$ cat src/rtl/dds_pkg.sv
// -----------------------------------------------------------------------------
// dds_pkg
// Shared types and constants for the DDS tone sequencer.
//   PHASE_W         : phase accumulator / increment width (sine LUT address width)
//   DUR_W           : tone duration counter width, in clk cycles
//   dds_seq_state_t : sequencer FSM state
//   dds_tone_t      : one tone table entry (phase increment, duration)
//   dur_eff()       : maps a programmed duration onto the cycles actually played
// -----------------------------------------------------------------------------
package dds_pkg;

    localparam int PHASE_W = 8;
    localparam int DUR_W   = 16;

    typedef enum logic {
        IDLE = 1'b0,
        PLAY = 1'b1
    } dds_seq_state_t;

    typedef struct packed {
        logic [PHASE_W-1:0] inc;
        logic [DUR_W-1:0]   dur;
    } dds_tone_t;

    // A programmed duration of 0 still plays for one cycle.
    function automatic logic [DUR_W-1:0] dur_eff(input logic [DUR_W-1:0] d);
        return (d == '0) ? DUR_W'(1) : d;
    endfunction

endpackage

$ cat src/rtl/dds_tone_sequencer_if.sv
// -----------------------------------------------------------------------------
// dds_tone_sequencer_if
// Host-side bus of the DDS tone sequencer.
//   Config  : cfg_we, cfg_addr, cfg_inc, cfg_dur   (table write, IDLE only)
//   Control : num_tones, start, stop
//   Status  : busy, done, out_valid, tone_idx
//   DDS     : phase_inc, phase_acc                  (phase_acc addresses the sine LUT)
// Modports: master = host / bench, slave = sequencer.
// -----------------------------------------------------------------------------
interface dds_tone_sequencer_if
    import dds_pkg::*;
#(
    parameter int DEPTH = 8
);
    localparam int AW = $clog2(DEPTH);

    logic               cfg_we;
    logic [AW-1:0]      cfg_addr;
    logic [PHASE_W-1:0] cfg_inc;
    logic [DUR_W-1:0]   cfg_dur;
    logic [AW:0]        num_tones;
    logic               start;
    logic               stop;
    logic               busy;
    logic               done;
    logic               out_valid;
    logic [AW-1:0]      tone_idx;
    logic [PHASE_W-1:0] phase_inc;
    logic [PHASE_W-1:0] phase_acc;

    modport master (
        output cfg_we, cfg_addr, cfg_inc, cfg_dur, num_tones, start, stop,
        input  busy, done, out_valid, tone_idx, phase_inc, phase_acc
    );

    modport slave (
        input  cfg_we, cfg_addr, cfg_inc, cfg_dur, num_tones, start, stop,
        output busy, done, out_valid, tone_idx, phase_inc, phase_acc
    );

endinterface

$ cat src/rtl/dds_phase_acc.sv
// -----------------------------------------------------------------------------
// dds_phase_acc
// PHASE_W-wide phase accumulator with clear / load / add controls.
// Priority: rst, i_clear, i_load, i_add. Addition wraps modulo 2^PHASE_W.
//   clk        in  : clock
//   rst        in  : synchronous active-high reset
//   i_clear    in  : force accumulator to 0
//   i_load     in  : load i_load_val
//   i_load_val in  : value for load
//   i_add      in  : accumulate i_inc
//   i_inc      in  : phase increment
//   o_acc      out : accumulator value
// -----------------------------------------------------------------------------
module dds_phase_acc
    import dds_pkg::*;
(
    input  logic               clk,
    input  logic               rst,
    input  logic               i_clear,
    input  logic               i_load,
    input  logic [PHASE_W-1:0] i_load_val,
    input  logic               i_add,
    input  logic [PHASE_W-1:0] i_inc,
    output logic [PHASE_W-1:0] o_acc
);

    logic [PHASE_W-1:0] r_acc;

    always_ff @(posedge clk) begin
        if (rst || i_clear) begin
            r_acc <= '0;
        end else if (i_load) begin
            r_acc <= i_load_val;
        end else if (i_add) begin
            r_acc <= r_acc + i_inc;
        end
    end

    assign o_acc = r_acc;

endmodule

$ cat src/rtl/dds_tone_sequencer.sv
// -----------------------------------------------------------------------------
// dds_tone_sequencer
// Plays a programmed list of (phase increment, duration) tones by driving a
// DDS phase accumulator cycle by cycle; phase_acc addresses an external sine LUT.
//   clk  in      : clock, all logic on posedge
//   rst  in      : synchronous active-high reset (tone table is not reset)
//   bus  slave   : dds_tone_sequencer_if (config, start/stop, status, phase outputs)
// Build option:
//   DDS_SEQ_LOOP_EN : when defined, the tone list repeats from tone 0 with
//                     continuous phase, pulsing done on each wrap; only stop
//                     or rst return to IDLE. Undefined: single-shot playback.
// -----------------------------------------------------------------------------
module dds_tone_sequencer
    import dds_pkg::*;
#(
    parameter int DEPTH = 8
)(
    input  logic               clk,
    input  logic               rst,
    dds_tone_sequencer_if.slave bus
);

    localparam int AW = $clog2(DEPTH);

    // Tone table. Small enough for distributed RAM; the asynchronous read lets
    // the next tone be loaded on the same edge that ends the current one.
    dds_tone_t          r_table [DEPTH];

    dds_seq_state_t     r_state;
    logic               r_busy;
    logic               r_done;
    logic               r_valid;
    logic [AW-1:0]      r_tone_idx;
    logic [PHASE_W-1:0] r_phase_inc;
    logic [DUR_W-1:0]   r_dur_cnt;
    logic [AW:0]        r_num_tones;

    logic               w_play;
    logic               w_start_ok;
    logic               w_last;
    logic               w_tone_end;
    logic               w_seq_end;
    logic [AW-1:0]      w_next_idx;
    dds_tone_t          w_first_tone;
    dds_tone_t          w_next_tone;
    logic               w_acc_clear;
    logic [PHASE_W-1:0] w_phase_acc;

    assign w_play       = (r_state == PLAY);
    assign w_start_ok   = bus.start && !bus.stop && (bus.num_tones != '0)
                          && (bus.num_tones <= (AW+1)'(DEPTH));
    assign w_last       = ({1'b0, r_tone_idx} == (r_num_tones - (AW+1)'(1)));
    assign w_tone_end   = w_play && !bus.stop && (r_dur_cnt == DUR_W'(1));
    assign w_next_idx   = r_tone_idx + AW'(1);
    assign w_first_tone = r_table[0];
    assign w_next_tone  = r_table[w_next_idx];

`ifdef DDS_SEQ_LOOP_EN
    assign w_seq_end = 1'b0;
`else
    assign w_seq_end = w_tone_end && w_last;
`endif

    // Table is frozen while a sequence plays.
    always_ff @(posedge clk) begin
        if (bus.cfg_we && !w_play) begin
            r_table[bus.cfg_addr] <= '{inc: bus.cfg_inc, dur: bus.cfg_dur};
        end
    end

    always_ff @(posedge clk) begin
        if (rst) begin
            r_state     <= IDLE;
            r_busy      <= 1'b0;
            r_done      <= 1'b0;
            r_valid     <= 1'b0;
            r_tone_idx  <= '0;
            r_phase_inc <= '0;
            r_dur_cnt   <= '0;
            r_num_tones <= '0;
        end else begin
            r_done <= 1'b0;
            case (r_state)
                IDLE: begin
                    if (w_start_ok) begin
                        r_state     <= PLAY;
                        r_busy      <= 1'b1;
                        r_valid     <= 1'b1;
                        r_tone_idx  <= '0;
                        r_phase_inc <= w_first_tone.inc;
                        r_dur_cnt   <= dur_eff(w_first_tone.dur);
                        r_num_tones <= bus.num_tones;
                    end
                end
                PLAY: begin
                    if (bus.stop) begin
                        // Abort: same outputs as a normal end, without done.
                        r_state     <= IDLE;
                        r_busy      <= 1'b0;
                        r_valid     <= 1'b0;
                        r_tone_idx  <= '0;
                        r_phase_inc <= '0;
                    end else if (w_tone_end) begin
                        if (w_last) begin
                            r_done <= 1'b1;
`ifdef DDS_SEQ_LOOP_EN
                            r_tone_idx  <= '0;
                            r_phase_inc <= w_first_tone.inc;
                            r_dur_cnt   <= dur_eff(w_first_tone.dur);
`else
                            r_state     <= IDLE;
                            r_busy      <= 1'b0;
                            r_valid     <= 1'b0;
                            r_tone_idx  <= '0;
                            r_phase_inc <= '0;
`endif
                        end else begin
                            r_tone_idx  <= w_next_idx;
                            r_phase_inc <= w_next_tone.inc;
                            r_dur_cnt   <= dur_eff(w_next_tone.dur);
                        end
                    end else begin
                        r_dur_cnt <= r_dur_cnt - DUR_W'(1);
                    end
                end
            endcase
        end
    end

    // The accumulator keeps adding the outgoing tone's increment on a tone
    // change, so phase stays continuous; it is held at 0 outside PLAY.
    assign w_acc_clear = !w_play || bus.stop || w_seq_end;

    dds_phase_acc u_phase_acc (
        .clk        (clk),
        .rst        (rst),
        .i_clear    (w_acc_clear),
        .i_load     (1'b0),
        .i_load_val ('0),
        .i_add      (w_play),
        .i_inc      (r_phase_inc),
        .o_acc      (w_phase_acc)
    );

    assign bus.busy      = r_busy;
    assign bus.done      = r_done;
    assign bus.out_valid = r_valid;
    assign bus.tone_idx  = r_tone_idx;
    assign bus.phase_inc = r_phase_inc;
    assign bus.phase_acc = w_phase_acc;

endmodule

$ cat src/flat_wrapper.sv
// flat-port wrapper written by rule: the top's interface ports become plain ports
module dds_tone_sequencer_flat import dds_pkg::*;
#(
    parameter int DEPTH = 8
)
  (clk, rst, bus_cfg_we, bus_cfg_addr, bus_cfg_inc, bus_cfg_dur, bus_num_tones, bus_start, bus_stop, bus_busy, bus_done, bus_out_valid, bus_tone_idx, bus_phase_inc, bus_phase_acc);
  dds_tone_sequencer_if #(.DEPTH(DEPTH)) bus_i ();
  input  logic clk;
  input  logic rst;
  input wire logic [$bits(bus_i.cfg_we)-1:0] bus_cfg_we;
  input wire logic [$bits(bus_i.cfg_addr)-1:0] bus_cfg_addr;
  input wire logic [$bits(bus_i.cfg_inc)-1:0] bus_cfg_inc;
  input wire logic [$bits(bus_i.cfg_dur)-1:0] bus_cfg_dur;
  input wire logic [$bits(bus_i.num_tones)-1:0] bus_num_tones;
  input wire logic [$bits(bus_i.start)-1:0] bus_start;
  input wire logic [$bits(bus_i.stop)-1:0] bus_stop;
  output wire logic [$bits(bus_i.busy)-1:0] bus_busy;
  output wire logic [$bits(bus_i.done)-1:0] bus_done;
  output wire logic [$bits(bus_i.out_valid)-1:0] bus_out_valid;
  output wire logic [$bits(bus_i.tone_idx)-1:0] bus_tone_idx;
  output wire logic [$bits(bus_i.phase_inc)-1:0] bus_phase_inc;
  output wire logic [$bits(bus_i.phase_acc)-1:0] bus_phase_acc;
  assign bus_i.cfg_we = bus_cfg_we;
  assign bus_i.cfg_addr = bus_cfg_addr;
  assign bus_i.cfg_inc = bus_cfg_inc;
  assign bus_i.cfg_dur = bus_cfg_dur;
  assign bus_i.num_tones = bus_num_tones;
  assign bus_i.start = bus_start;
  assign bus_i.stop = bus_stop;
  assign bus_busy = bus_i.busy;
  assign bus_done = bus_i.done;
  assign bus_out_valid = bus_i.out_valid;
  assign bus_tone_idx = bus_i.tone_idx;
  assign bus_phase_inc = bus_i.phase_inc;
  assign bus_phase_acc = bus_i.phase_acc;
  dds_tone_sequencer #(.DEPTH(DEPTH)) u_core (.clk(clk), .rst(rst), .bus(bus_i));
endmodule
$ cat config.mk
export PLATFORM = sky130hd
export DESIGN_NAME = dds_tone_sequencer_flat
export DESIGN_NICKNAME = d
export VERILOG_FILES = /design/src/rtl/dds_pkg.sv /design/src/rtl/dds_tone_sequencer_if.sv /design/src/rtl/dds_phase_acc.sv /design/src/rtl/dds_tone_sequencer.sv /design/src/flat_wrapper.sv
export SDC_FILE = /design/constraint.sdc
export NUM_CORES = 1
export LEC_CHECK = 0
export ABC_AREA = 1
export BUFFER_PORTS_ARGS = -buffer_cell sky130_fd_sc_hd__buf_2
export CAP_MARGIN = 15
export CORE_ASPECT_RATIO = 2
export CORE_MARGIN = 10
export CORE_UTILIZATION = 45
export CTS_BUF_LIST = sky130_fd_sc_hd__clkbuf_4 sky130_fd_sc_hd__clkbuf_8
export DETAILED_ROUTE_END_ITERATION = 8
export GPL_ROUTABILITY_DRIVEN = 0
export PLACE_DENSITY = 0.76
export SLEW_MARGIN = 40
export SYNTH_ARGS = -nofsm -noshare
export SYNTH_HDL_FRONTEND = slang
export SYNTH_SLANG_ARGS = --single-unit
export TNS_END_PERCENT = 5
$ cat constraint.sdc
create_clock -name clk -period 2.3 [get_ports clk]
set_input_delay 0.46 -clock clk [delete_from_list [all_inputs] [get_ports clk]]
set_output_delay 0.46 -clock clk [all_outputs]
set_load 0.005 [all_outputs]
Yosys cells after proc, flatten, opt, wreduce, memory -nomap -nowiden
Memories as Yosys holds them, arrays and structs flattened.
Cells that the tools add are included.
- equality and inequality tests: 7
- $lt $le $gt $ge: 1
- reduce and logical (&&, ||, !) cells: 20
- $add $sub $neg: 4
- muxes and demuxes: 30
- bitwise logic cells: 2
- operators with widths (operator ; number):
    $mux W16 ; 6
    $logic_not A16 Y1 ; 2
    $mux W8 ; 4
    $pmux W16 S2 ; 1
    $eq A16 B1 Y1 const B ; 1
    $pmux W8 S2 ; 1
    $sub A16 B1 Y16 const B ; 1
    $mux W3 ; 4
    $mux W1 ; 11
    $ne A3 B3 Y1 const B ; 3
    $add A8 B8 Y8 ; 1
    $logic_and A1 B1 Y1 ; 7
    $pmux W3 S2 ; 1
    $reduce_and A3 Y1 ; 2
    $eq A3 B4 Y1 ; 1
    $le A4 B4 Y1 const B ; 1
    $pmux W1 S2 ; 2
    $reduce_and A2 Y1 ; 2
    $reduce_bool A4 Y1 ; 1
    $reduce_or A4 Y1 ; 1
    $sub A4 B1 Y4 const B ; 1
    $add A3 B1 Y3 const B ; 1
    $logic_or A1 B1 Y1 ; 3
    $logic_not A1 Y1 ; 2
    other kinds (3) ; 4
- output and inout bits: 22
- memories kept: 1
- word-level logic and storage cells: 73
- bits in writable memories: 192
- bits in registers: 42
- input bits: 36
- memory list (name ; words ; width ; read ports ; clocked after memory_dff ; wr ports ; RTL line ; source):
    u_core.r_table ; 8 ; 24 ; 2 ; 0 ; 1 ; dds_tone_sequencer.sv:27 ; dds_tone_t r_table [DEPTH];

Depth between registers and ports, before layout
Gate-level depths: netlist of run 1.
An unclocked memory read counts as a cell.
- depth after elaboration: 8
- gate-level depth with buffers: 16
- gate-level depth less buffers: 14

Cells and area by module
Synthesis of run 1 repeated with hierarchy kept, for this count alone.
- cell total of the unflattened synthesis: 1159
- area total of the unflattened synthesis: 10875.4 um^2
- by module, submodules not included (module ; times used ; cells each ; area an instance (um^2) ; sequential area each (um^2)):
    dds_tone_sequencer ; 1 ; 1055 ; 10191.0 ; 6446.2
    dds_phase_acc ; 1 ; 104 ; 684.4 ; 160.2

Least setup slack after synthesis of run 1
Ideal clock, no wire load.
- path kind: register to register
- from: register u_core.r_state
- to: memory u_core.r_table[0][0] (netlist name), enable pin
- library setup time: 405 ps
- period minus slack after synthesis: 2376 ps
- buffers on the path: 2
- setup slack: -76 ps
- arrival time: 1971 ps
- cell stages (with the launch flop): 6
- data required time: 1895 ps
- cells stage by stage: dfxtp_1 clkbuf_1 clkbuf_1 nor2_1 nand2_1 nor2_1
- longest elaborated chain between the ends: 4
- ends and longest elaborated chain (what ; RTL line ; source):
    start, declared ; dds_tone_sequencer.sv:29 ; dds_seq_state_t r_state;
    start signal, assigned ; dds_tone_sequencer.sv:73 ; r_state <= IDLE;
    start signal, assigned ; dds_tone_sequencer.sv:86 ; r_state <= PLAY;
    start signal, assigned ; dds_tone_sequencer.sv:98 ; r_state <= IDLE;
    $logic_not A1 Y1 ; dds_tone_sequencer.sv:66 ; if (bus.cfg_we && !w_play) begin
    $logic_and A1 B1 Y1 ; dds_tone_sequencer.sv:66 ;
    $mux W1 ; dds_tone_sequencer.sv:66 ;
    $mux W1 (not written as such) ; dds_tone_sequencer.sv:67 ; r_table[bus.cfg_addr] <= '{inc: bus.cfg_inc, dur: bus.cfg_dur};
    end, declared ; dds_tone_sequencer.sv:27 ;
Every way passes these cells.

Worst setup path after layout of run 1
- from: register u_core.r_num_tones[0]
- to: register u_core.r_dur_cnt[3]
- longest elaborated chain between the ends: 4
- ends and longest elaborated chain (what ; RTL line ; source):
    start, declared ; dds_tone_sequencer.sv:36 ; logic [AW:0] r_num_tones;
    start signal, assigned ; dds_tone_sequencer.sv:92 ; r_num_tones <= bus.num_tones;
    $sub A4 B1 Y4 ; dds_tone_sequencer.sv:52 ; assign w_last = ({1'b0, r_tone_idx} == (r_num_tones - (AW+1)'(1)));
    $eq A3 B4 Y1 ; dds_tone_sequencer.sv:52 ;
    $ne A3 B3 Y1 (no line) ; -- ;
    $reduce_and A3 Y1 (no line) ; -- ;
    end signal, assigned ; dds_tone_sequencer.sv:91 ; r_dur_cnt <= dur_eff(w_first_tone.dur);
    end signal, assigned ; dds_tone_sequencer.sv:120 ; r_dur_cnt <= dur_eff(w_next_tone.dur);
    end signal, assigned ; dds_tone_sequencer.sv:123 ; r_dur_cnt <= r_dur_cnt - DUR_W'(1);
    end, declared ; dds_tone_sequencer.sv:35 ; logic [DUR_W-1:0] r_dur_cnt;
Every way passes these cells.
A chain may end at the register's enable or synchronous reset.

==> results of run 1 <==
-- synthesized netlist by cell type, drive strengths merged --
library cell,number,share of area (%)
nor2,75,2.7
a211oi,5,0.35
o31ai,1,0.070
clkbuf,13,0.55
or2,1,0.058
a32o,8,0.75
o21bai,1,0.070
xor2,10,0.82
buf,34,1.9
dfxtp,42,7.8
edfxtp,192,54
o21ai,68,3.2
ha,11,1.3
nand3,65,3.1
fa,1,0.19
o211ai,3,0.21
nand4,8,0.47
xnor2,7,0.75
inv,137,4.8
o22ai,11,0.64
a31oi,1,0.058
nand2,362,13
a21oi,57,2.7
nor3,4,0.23
nor4,8,0.47
-- cell usage in the layout (no fill, tap or decap), types with 12 or more instances in the layout --
cell | netlist | final
buf_2 | 22 | 57
edfxtp_1 | 192 | 192
nand3_1 | 63 | 63
clkbuf_8 | 1 | 35
dfxtp_1 | 42 | 41
nand2_1 | 356 | 355
o21ai_0 | 60 | 60
nor2_2 | 4 | 12
nor2_1 | 71 | 63
a21oi_1 | 56 | 56
buf_4 | 5 | 29
inv_1 | 129 | 129
-- layout make-up --
| cell class | count | area [um2] |
|---|---|---|
| flip-flops and latches | 234 | 6610 |
| well taps | 283 | 354.1 |
| repair buffers | 92 | 623.1 |
| fillers | 2018 | 11160 |
| inverters | 137 | 519.2 |
| clock buffers | 36 | 489.2 |
| clock inverters | 24 | 219.0 |
| diodes | 1 | 2.502 |
| multi-input cells | 707 | 3349 |
-- layer usage --
| layer | GRT usage (%) | up-vias | wire (um) |
|---|---|---|---|
| met5 | 0 | - | 0 |
| met4 | 9.768 | 0 | 1148 |
| met3 | 2.487 | 77 | 1386 |
| met2 | 30.55 | 280 | 13830 |
| met1 | 16.71 | 3779 | 8869 |
| li1 | - | 3898 | - |
-- repair_timing --
item                                    in CTS  in global routing
buffers inserted                             0                  0
endpoints found under the hold margin        0                  0
gates resized for setup                      0                  1
endpoints found under the setup margin       0                  6
-- flip-flops by register name, indices dropped and copies added, names as in the netlist --
| register | count |
|---|---|
| u_core.u_phase_acc.o_acc | 8 |
| u_core.bus.phase_inc | 8 |
| u_core.r_dur_cnt | 16 |
| u_core.bus.busy | 1 |
| u_core.r_table | 192 |
| u_core.bus.tone_idx | 3 |
| u_core.r_state | 1 |
| u_core.r_num_tones | 4 |
| u_core.bus.done | 1 |
-- metrics by stage --
step	hold WS [ps]	cells	setup slack (ps)	util, %
after detailed placement	460.0	1453	159.0	49.10
after global placement	451.3	1453	246.4	49.10
after global routing	176.1	1514	64.28	52.16
after floorplan	457.2	1125	-76.04	-
after CTS	135.3	1513	226.3	52.13
final	156.7	1514	215.0	52.16
-- cell families (layout without fill, tap and decap cells) --
group                    after synthesis  in the layout
buffers and inverters                184            289
flip-flops                           234            234
AO/OA/AOI/OAI                        155            155
AND/OR/NAND/NOR                      523            523
adder cells (fa/ha/maj)               12             12
other                                  0              1
XOR/XNOR                              17             17
-- power groups by stage --
stage	Clock, mW	Sequential (mW)	Combinational, mW
CTS	3.56	4.75	1.05
global placement	0	4.84	1.02
floorplan	0	4.83	0.696
detailed placement	0	4.84	1.04
finish	3.51	4.75	1.05
global route	3.75	4.76	1.17
-- path summary, 6_finish.rpt --
check	from	to	slack [ps]	cells after the start
setup / recovery	u_core.r_num_tones[0]$_SDFFE_PP0P_	u_core.r_dur_cnt[3]$_SDFFE_PP0P_	220	14
hold / removal	rst	u_core.bus.tone_idx[1]$_SDFFE_PP0P_	160	2
setup reg to reg	u_core.r_num_tones[0]$_SDFFE_PP0P_	u_core.r_dur_cnt[3]$_SDFFE_PP0P_	220	14
hold reg to reg	u_core.u_phase_acc.o_acc[7]$_SDFFE_PP0P_	u_core.u_phase_acc.o_acc[7]$_SDFFE_PP0P_	470	2
-- worst max-delay path, delay by kind of cell, from the launching register on --
| kind | cells | cell delay [ps] |
|---|---|---|
| xor gates and xnor gates | 1 | 140 |
| DFF | 1 | 350 |
| AOI/OAI and AO/OA | 2 | 360 |
| adders and majority gates | 1 | 310 |
| and+or+nand+nor | 7 | 540 |
| buffers and inverters | 3 | 270 |
==> flow_metrics.py, run 1 <==
metrics = {
    "outcome": {
        "outcome": "complete, no violations",
    },
    "pwr": {
        "pwr-share-clk_pct": 37.7,
        "design_power_total_mw": 9.308,
        "sequentialPowerShare_pct": 51.1,
        "leakage_dissipation_nw": 5.080,
        "irDropWorstVdd_v": 0.0003751,
        "power.switching_fraction_pct": 25.39,
        "comb_power_share_pct": 11.2,
        "p_switching_mw": 2.364,
        "intPower_mw": 6.944,
        "pwr_density_cell_nw_per_um2": 765.1,
    },
    "sta": {
        "finalClockSkew_ps": 19.85,
        "timing_hold_violations_final": 0,
        "finalWorstPathRequiredPeriod_ps": 2085,
        "fin_crit_sh_pct": 90.65,
        "setup_total_negative_slack_ps": 0,
        "max_freq_ghz": 0.4796,
        "worst_slew_pin_slew_ps": 515.2,
        "slew_violations": 0,
        "setup_viol_count_final": 0,
        "relSlewSlack_pct": 65.34,
        "setup_repair_after_global_routing_missed_its_margin": "false",
    },
    "grt": {
        "global_route.overflow_total": 0,
        "first_pass_grt_wire_length_um": 40290,
        "grt_util_all_layers_pct": 16.45,
        "grt_pass1_vias": 8024,
        "grt_max_degree": 107,
        "grt_antenna_before_repair": 1,
    },
    "clock_network": {
        "ctsRootBufferMaster": "clkbuf_8",
        "clock_tree_from_tritoncts": "built",
        "cts_buffer_depth": 3,
        "post_cts_hold_buffer_count": 0,
        "numClockSinks": 234,
        "ctsHtreeMaxLevel": 2,
        "clk-insertion-delay-late_ps": 530,
        "numCtsBuffers": 34,
        "cts.reportedPaths.clkPinSlew_ps": 80,
    },
    "drt": {
        "route.antenna.remaining_nets": 0,
        "drc": 0,
        "drt-total-wl_um": 25230,
        "drtIter0Drc": 573,
        "drt-wirelength-per-cell_um": 16.67,
        "dr.pass1.iters": 5,
        "routed-via-count": 8034,
        "viasPerCell": 5.306,
    },
    "synthesis": {
        "synth_simple_gate_area_share_pct": 19.98,
        "yosys_warnings": 0,
        "synth.cell_area_um2": 10720,
        "synth_top_family_by_area": "simple AND/OR/NAND/NOR gates",
        "synth_cells": 1125,
        "yosys-mux-area-fraction_pct": 0,
        "synth-compound-area-share_pct": 8.019,
        "synthAdderAreaFrac_pct": 1.471,
        "synth_unique_cells": 40,
        "seq_area_frac_synth_pct": 61.63,
        "postSynthRegisterBits": 234,
        "synth_xor_xnor_area_share_pct": 1.564,
        "synth.net_count": 1173,
        "syn-mean-instance-area_um2": 9.528,
    },
    "setup_path": {
        "worst_setup_path_start_kind": "register",
        "worst_ep_arrival_time_ps": 2500,
        "setup.worst_path.end_class": "register",
        "max_stage_delay_ps": 350,
        "critPathMaxFanout": 10,
        "crit_required_ps": 2720,
        "worstSetupPathType": "reg2reg",
        "crit_path_cell_trace": "inv_1 > ha_1 > xnor2_1 > nor2_1 > nand2_1 > nor2_1 > nand2_1 > nor2_1 > o21ai_1 > inv_2 > nand2_4 > inv_2 > nand2_1 > o21ai_1",
        "crit_path_top_delay_cell": "dfxtp_1",
    },
    "placed_design": {
        "detailedPlacementHpwl_um": 17310,
        "placement.cell_area_um2": 11450,
        "io_buffers": 57,
    },
    "layout": {
        "layout-drive-gt1-share_pct": 14.47,
        "final_area_um2": 12170,
        "areaGrowthSynthToFinish_pct": 13.51,
        "layout.nets": 1254,
    },
    "die": {
        "die-width_um": 129.1,
        "floorplan.initialDensity_pct": 45.95,
        "fp.dieArea_um2": 30770,
        "dieHeight_um": 238.3,
        "ioPinCount": 58,
        "fp.coreArea_um2": 23330,
        "placementRows": 79,
    },
    "hold_path": {
        "timing.hold.worst.class": "in2reg",
    },
    "run": {
        "cap_viol_max_count": 0,
    },
}
Note: power is estimated with default switching activity, not from simulation.
==> run 2: changes to the inputs <==
--- a/config.mk
+++ b/config.mk
@@ -15,8 +15,9 @@
 export DETAILED_ROUTE_END_ITERATION = 8
 export GPL_ROUTABILITY_DRIVEN = 0
 export PLACE_DENSITY = 0.76
-export SLEW_MARGIN = 40
+export REMOVE_ABC_BUFFERS = 1
 export SYNTH_ARGS = -nofsm -noshare
 export SYNTH_HDL_FRONTEND = slang
+export SYNTH_HIERARCHICAL = 1
 export SYNTH_SLANG_ARGS = --single-unit
 export TNS_END_PERCENT = 5
==> flow_metrics.py, run 2 <==
metrics = {
    "drt": {
        "m1WireLength_um": 9508,
        "route.antenna.remaining_nets": 0,
        "met3_wirelength_um": 1520,
        "drt-wirelength-per-cell_um": 17.33,
        "routed-via-count": 8291,
        "viasPerCell": 5.346,
        "dr.pass1.iters": 6,
        "drc": 0,
        "drtIter0Drc": 591,
        "drt-total-wl_um": 26880,
        "met2_length_um": 14420,
        "route.top_layer_used": "met4",
    },
    "sta": {
        "finalWorstPathRequiredPeriod_ps": 2179,
        "fin_crit_sh_pct": 94.76,
        "timing_hold_violations_final": 0,
        "setup_repair_after_global_routing_missed_its_margin": "true",
        "relSlewSlack_pct": 59.66,
        "worst_slew_pin_slew_ps": 598.7,
        "setup_viol_count_final": 0,
        "timing.final.ws_setup_ps": 120.5,
        "slew_violations": 0,
        "max_freq_ghz": 0.4588,
        "finalClockSkew_ps": 31.90,
    },
    "clock_network": {
        "numCtsBuffers": 31,
        "cts_buffer_depth": 3,
        "cts.reportedPaths.clkPinSlew_ps": 80,
        "clock_tree_from_tritoncts": "built",
        "numClockSinks": 234,
        "ctsHtreeMaxLevel": 1,
        "ctsRootBufferMaster": "clkbuf_8",
        "clk-insertion-delay-late_ps": 600,
        "post_cts_hold_buffer_count": 0,
    },
    "synthesis": {
        "post_synth_most_frequent_cells": "391 x nand2_1, 192 x edfxtp_1, 127 x inv_1",
        "synth.top_cells.by_area": "edfxtp_1 53%, nand2_1 13%, dfxtp_1 7.7%",
        "dominant_cell_by_count_in_the_synthesized_netlist": "nand2_1",
        "postSynthRegisterBits": 234,
        "synth_largest_area_cell": "edfxtp_1",
        "synth_cells": 1159,
        "yosys_warnings": 6,
        "synth_top_cell_area_share_pct": 53.01,
        "synth_edf_count": 192,
        "synth.cell_area_um2": 10880,
        "seq_area_frac_synth_pct": 60.75,
        "dominantRegCellSynth": "edfxtp_1",
        "syn-mean-instance-area_um2": 9.383,
        "synth_unique_cells": 45,
        "asyncSetResetFlopFracSynth_pct": 0,
    },
    "setup_path": {
        "worst_setup_path_start_kind": "register",
        "timing.reg2reg.worst_path_depth": 14,
        "crit_required_ps": 2820,
        "worst_ep_arrival_time_ps": 2700,
        "worstSetupPathType": "reg2reg",
        "setup.worst_path.end_class": "register",
        "critPathMaxFanout": 41,
    },
    "layout": {
        "layout.nets": 1285,
        "largest_reg_flops": 192,
        "reg_top3": "u_core/r_table (192), u_core/r_dur_cnt (16)",
        "regMostFlops": "u_core/r_table",
        "layout-drive-gt1-share_pct": 14.04,
        "fin_util_pct": 51.73,
        "most-common-layout-cells": "391 x nand2_1, 192 x edfxtp_1, 126 x inv_1, 85 x a21oi_1, 70 x nand3_1",
        "num-fill-cells": 2066,
        "areaGrowthSynthToFinish_pct": 13.32,
        "leading_cell_type_in_the_layout_fill_and_taps_excluded": "nand2_1",
        "final_area_um2": 12320,
    },
    "die": {
        "fp.dieArea_um2": 31160,
        "placementRows": 80,
        "floorplan.initialDensity_pct": 45.65,
        "die-width_um": 129.9,
        "fp.coreArea_um2": 23820,
        "ioPinCount": 58,
        "dieHeight_um": 239.9,
    },
    "placed_design": {
        "placement.cell_area_um2": 11620,
        "io_buffers": 57,
        "detailedPlacementHpwl_um": 17690,
        "dp_worst_setup_slack_ps": 74.98,
    },
    "hold_path": {
        "min_path_cells": 1,
        "timing.hold.worst.class": "in2reg",
    },
    "grt": {
        "global_route.overflow_total": 0,
        "grt_max_degree": 56,
        "grt_util_all_layers_pct": 17.23,
        "first_pass_grt_wire_length_um": 42480,
        "grt_pass1_vias": 8478,
        "grt_antenna_before_repair": 2,
    },
    "pwr": {
        "p_switching_mw": 2.077,
        "comb_power_share_pct": 7.7,
        "pwr_density_cell_nw_per_um2": 713.7,
        "irDropWorstVdd_v": 0.0003014,
        "power.switching_fraction_pct": 23.62,
        "intPower_mw": 6.718,
        "leakage_dissipation_nw": 5.143,
        "sequentialPowerShare_pct": 54.0,
        "pwr-share-clk_pct": 38.2,
    },
    "run": {
        "cap_viol_max_count": 0,
    },
    "outcome": {
        "outcome": "complete, no violations",
    },
}
## run 2: cell types whose count changed after synthesis, sizes merged, moves of 3 or more
cell | before | now
o22ai | 11 | 0
a211oi | 5 | 1
xor2 | 10 | 1
nor4 | 8 | 4
nor2 | 75 | 69
nand2 | 362 | 392
a22oi | 0 | 4
inv | 137 | 133
nand3 | 65 | 74
o21ai | 68 | 51
a21oi | 57 | 86
buf | 34 | 37
a32oi | 0 | 8
## run 2: worst paths after layout
kind                                                          start                                 to  slack, ps
worst min register to register    u_core/bus.out_valid$_SDFFE_PP0P_  u_core/bus.out_valid$_SDFFE_PP0P_        490
worst min-delay path                                 bus_cfg_inc[7]    u_core/r_table[7][23]$_DFFE_PP_        130
worst max-delay path            u_core/bus.tone_idx[0]$_SDFFE_PP0P_   u_core/r_dur_cnt[0]$_SDFFE_PP0P_        120
worst max register to register  u_core/bus.tone_idx[0]$_SDFFE_PP0P_   u_core/r_dur_cnt[0]$_SDFFE_PP0P_        120
## run 2: routing by layer
layer	GRT usage [%]	vias to the layer above
met2	32.15	319
met3	2.471	94
li1	-	3997
met5	0	-
met4	10.99	0
met1	17.11	3881
## run 2: per-stage QoR
stage	hold slack (ps)	std cells	power, mW	setup TNS (ps)
after floorplan	449.1	1118	5.239	-82260
after detailed placement	477.8	1491	5.511	0
after global routing	119.9	1550	9.093	-5.573
after CTS	105.8	1548	8.849	0
final	130.8	1551	8.795	0
after global placement	471.7	1491	5.488	0
## run 2: timing repair
item,CTS,global route
gates resized for setup,0,5
endpoints found under the setup margin,0,7
buffers inserted,0,0
## run 2: worst max-delay path, cell delays in order (launching register included)
cell	delay, ps
dfxtp_4	350
ha_1	360
clkinv_1	120
buf_6	220
o21ai_0	120
o21ai_0	100
nand2_1	60
nand2_1	70
nor2_1	240
nand2_1	100
nor2_1	90
nand2_1	50
nand2_1	50
nand2_1	50
a21oi_1	110
## run 2: logic make-up (layout without fill, tap and decap cells)
| family | Yosys count | after routing | synth area share, % |
|---|---|---|---|
| AOI/OAI and AO/OA | 167 | 167 | 8.836 |
| xor gates and xnor gates | 8 | 8 | 0.7134 |
| adders and majority gates | 12 | 12 | 1.450 |
| buffers and inverters | 183 | 276 | 7.133 |
| DFF | 234 | 234 | 60.75 |
| other | 1 | 13 | 0.03448 |
| and+or+nand+nor | 554 | 554 | 21.09 |
## run 2: power groups by stage
stage / Sequential [mW] / Clock [mW] / Combinational (mW)
6_report: 4.75 / 3.36 / 0.681
5_1_grt: 4.76 / 3.58 / 0.759
4_1_cts: 4.75 / 3.43 / 0.672
3_5_place_dp: 4.84 / 0 / 0.667
3_3_place_gp: 4.84 / 0 / 0.649
2_1_floorplan: 4.84 / 0 / 0.402
## run 2: area by class of cell
cell class / count / area [um2] / area share, %
Sequential cell: 234 / 6610 / 53.63
Antenna cell: 3 / 7.507 / 0.06091
Tap cell: 287 / 359.1 / 2.914
Clock buffer: 41 / 514.2 / 4.173
Clock inverter: 16 / 158.9 / 1.289
Multi-Input combinational cell: 751 / 3561 / 28.89
Timing Repair Buffer: 86 / 606.8 / 4.924
Inverter: 133 / 506.7 / 4.112
==> run 3: changes to the inputs <==
--- a/config.mk
+++ b/config.mk
@@ -10,11 +10,11 @@
 export CAP_MARGIN = 15
 export CORE_ASPECT_RATIO = 2
 export CORE_MARGIN = 10
-export CORE_UTILIZATION = 45
+export CORE_UTILIZATION = 30
 export CTS_BUF_LIST = sky130_fd_sc_hd__clkbuf_4 sky130_fd_sc_hd__clkbuf_8
 export DETAILED_ROUTE_END_ITERATION = 8
 export GPL_ROUTABILITY_DRIVEN = 0
-export PLACE_DENSITY = 0.76
+export PLACE_DENSITY = 0.59
 export REMOVE_ABC_BUFFERS = 1
 export SYNTH_ARGS = -nofsm -noshare
 export SYNTH_HDL_FRONTEND = slang
==> flow_metrics.py, run 3 (synthesis gave the netlist of run 2 again) <==
metrics = {
    "hold_path": {
        "timing.hold.worst.start": "bus_cfg_dur[15]",
        "timing.hold.worst.class": "in2reg",
    },
    "setup_path": {
        "crit_path_top_delay_cell": "dfxtp_1",
        "critPathMaxFanout": 18,
        "setup.worst_path.end_class": "register",
        "worst_setup_path_start_kind": "register",
        "critPathTopFamily": "simple AND/OR/NAND/NOR gates",
        "worstReg2RegStart": "u_core/r_dur_cnt[1]$_SDFFE_PP0P_",
        "crit_path_cell_trace": "inv_1 > ha_1 > nand2_1 > nor2_2 > nand3_4 > inv_4 > nand3_4 > nand2_1 > nor2_1 > inv_1 > a31oi_1",
        "worst_ep_arrival_time_ps": 2590,
        "crit_required_ps": 2800,
        "max_stage_delay_ps": 370,
        "cp_num_buf_inv": 3,
        "worstSetupStartpoint": "u_core/r_dur_cnt[1]$_SDFFE_PP0P_",
        "worstSetupPathType": "reg2reg",
    },
    "layout": {
        "leading_cell_type_in_the_layout_fill_and_taps_excluded": "nand2_1",
        "fin_util_pct": 34.93,
        "largest_reg_flops": 192,
        "areaGrowthSynthToFinish_pct": 14.99,
        "most-common-layout-cells": "391 x nand2_1, 192 x edfxtp_1, 126 x inv_1, 85 x a21oi_1, 70 x nand3_1",
        "reg_top3": "u_core/r_table (192), u_core/r_dur_cnt (16)",
        "layout-drive-gt1-share_pct": 13.50,
        "regMostFlops": "u_core/r_table",
        "layout.nets": 1284,
    },
    "sta": {
        "setup_viol_count_final": 0,
        "fin_hold_ws_ps": 140.6,
        "max_freq_ghz": 0.4800,
        "setup_repair_after_global_routing_missed_its_margin": "false",
        "finalWorstPathRequiredPeriod_ps": 2083,
        "slew_violations": 0,
        "finalClockSkew_ps": 20.86,
        "setup_total_negative_slack_ps": 0,
        "fin_crit_sh_pct": 90.58,
        "timing_hold_violations_final": 0,
    },
    "die": {
        "ioPinCount": 58,
        "die-width_um": 154.6,
        "placementRows": 98,
        "fp.dieArea_um2": 44730,
        "fp.coreArea_um2": 35800,
        "floorplan.initialDensity_pct": 30.37,
        "dieHeight_um": 289.3,
    },
    "clock_network": {
        "numClockSinks": 234,
        "cts_buffer_depth": 3,
        "post_cts.repair.setup_buffers": 0,
        "clk-insertion-delay-late_ps": 590,
        "numCtsBuffers": 31,
        "ctsHtreeMaxLevel": 1,
        "ctsRootBufferMaster": "clkbuf_8",
        "ctsResizeCount": 0,
        "cts.reportedPaths.clkPinSlew_ps": 70,
        "clock_tree_from_tritoncts": "built",
        "post_cts_hold_buffer_count": 0,
    },
    "pwr": {
        "leakage_dissipation_nw": 5.133,
        "comb_power_share_pct": 8.0,
        "design_power_total_mw": 8.626,
        "intPower_mw": 6.579,
        "power.switching_fraction_pct": 23.73,
        "pwr_density_cell_nw_per_um2": 689.7,
        "p_switching_mw": 2.047,
        "sequentialPowerShare_pct": 55.1,
        "irDropWorstVdd_v": 0.0003860,
        "pwr-share-clk_pct": 36.9,
    },
    "drt": {
        "route.antenna.remaining_nets": 0,
        "drt-wirelength-per-cell_um": 16.46,
        "drc": 0,
        "drt-total-wl_um": 28150,
        "dr.pass1.iters": 5,
        "routed-via-count": 8067,
        "drtIter0Drc": 449,
        "viasPerCell": 4.718,
    },
    "run": {
        "cap_viol_max_count": 0,
    },
    "grt": {
        "grt_pass1_vias": 8049,
        "global_route.overflow_total": 0,
        "grt_antenna_before_repair": 4,
        "first_pass_grt_wire_length_um": 44230,
        "grt_max_degree": 104,
        "grt_util_all_layers_pct": 12.23,
    },
    "placed_design": {
        "io_buffers": 57,
        "detailedPlacementHpwl_um": 18890,
    },
    "outcome": {
        "outcome": "complete, no violations",
    },
}
[run 3: changes by cell type in the layout (fill, tap and decap cells not counted), sizes merged]
cell	previous run	this run
inv	132	133
bufinv	3	2
diode	3	1
clkinv	11	12
clkbuf	41	42
clkinvlp	3	0
buf	86	85
[run 3: through the flow]
stage                     area [um2]  cells  worst slack (ps)
after detailed placement       11880   1653             215.2
after CTS                      12500   1709             179.4
after floorplan                10640   1118             -2407
final                          12510   1710             216.7
after global routing           12510   1710             12.53
after global placement         11880   1653             291.1
[run 3: power groups by stage]
stage / sequential, mW / combinational, mW / clock [mW]
floorplan: 4.84 / 0.402 / 0
global placement: 4.84 / 0.677 / 0
detailed placement: 4.84 / 0.688 / 0
CTS: 4.75 / 0.693 / 3.29
global route: 4.76 / 0.771 / 3.46
finish: 4.75 / 0.689 / 3.19
[run 3: layer usage]
layer	wire length, um	vias up	part of all wire [%]	global-route usage [%]
li1	-	3997	-	-
met1	10430	3810	37	12.59
met2	15350	188	55	23.36
met3	1380	68	4.9	2.139
met4	975	4	3.5	5.453
met5	20	-	0.071	0
[run 3: area by class of cell]
class / instances / area, um2
Inverter: 133 / 504.2
Clock inverter: 14 / 111.4
Timing Repair Buffer: 85 / 658.1
Fill cell: 3624 / 23300
Tap cell: 450 / 563.0
Clock buffer: 42 / 509.2
Sequential cell: 234 / 6610
Multi-Input combinational cell: 751 / 3547
Antenna cell: 1 / 2.502
[run 3: worst paths after layout]
| kind | end | slack (ps) | depth (start not counted) |
|---|---|---|---|
| worst min-delay path | u_core/r_table[0][15]$_DFFE_PP_ | 140 | 1 |
| worst max-delay path | u_core/u_phase_acc/o_acc[2]$_SDFFE_PP0P_ | 220 | 11 |
| worst max register to register | u_core/u_phase_acc/o_acc[2]$_SDFFE_PP0P_ | 220 | 11 |
| worst min register to register | u_core/r_dur_cnt[15]$_SDFFE_PP0P_ | 490 | 2 |
[run 3: worst register-to-register path, delay by kind of cell (launching register included)]
kind | cells | cell delay (ps)
and+or+nand+nor | 6 | 780
DFF | 1 | 370
buffers and inverters | 3 | 440
adders and majority gates | 1 | 190
AOI/OAI and AO/OA | 1 | 210
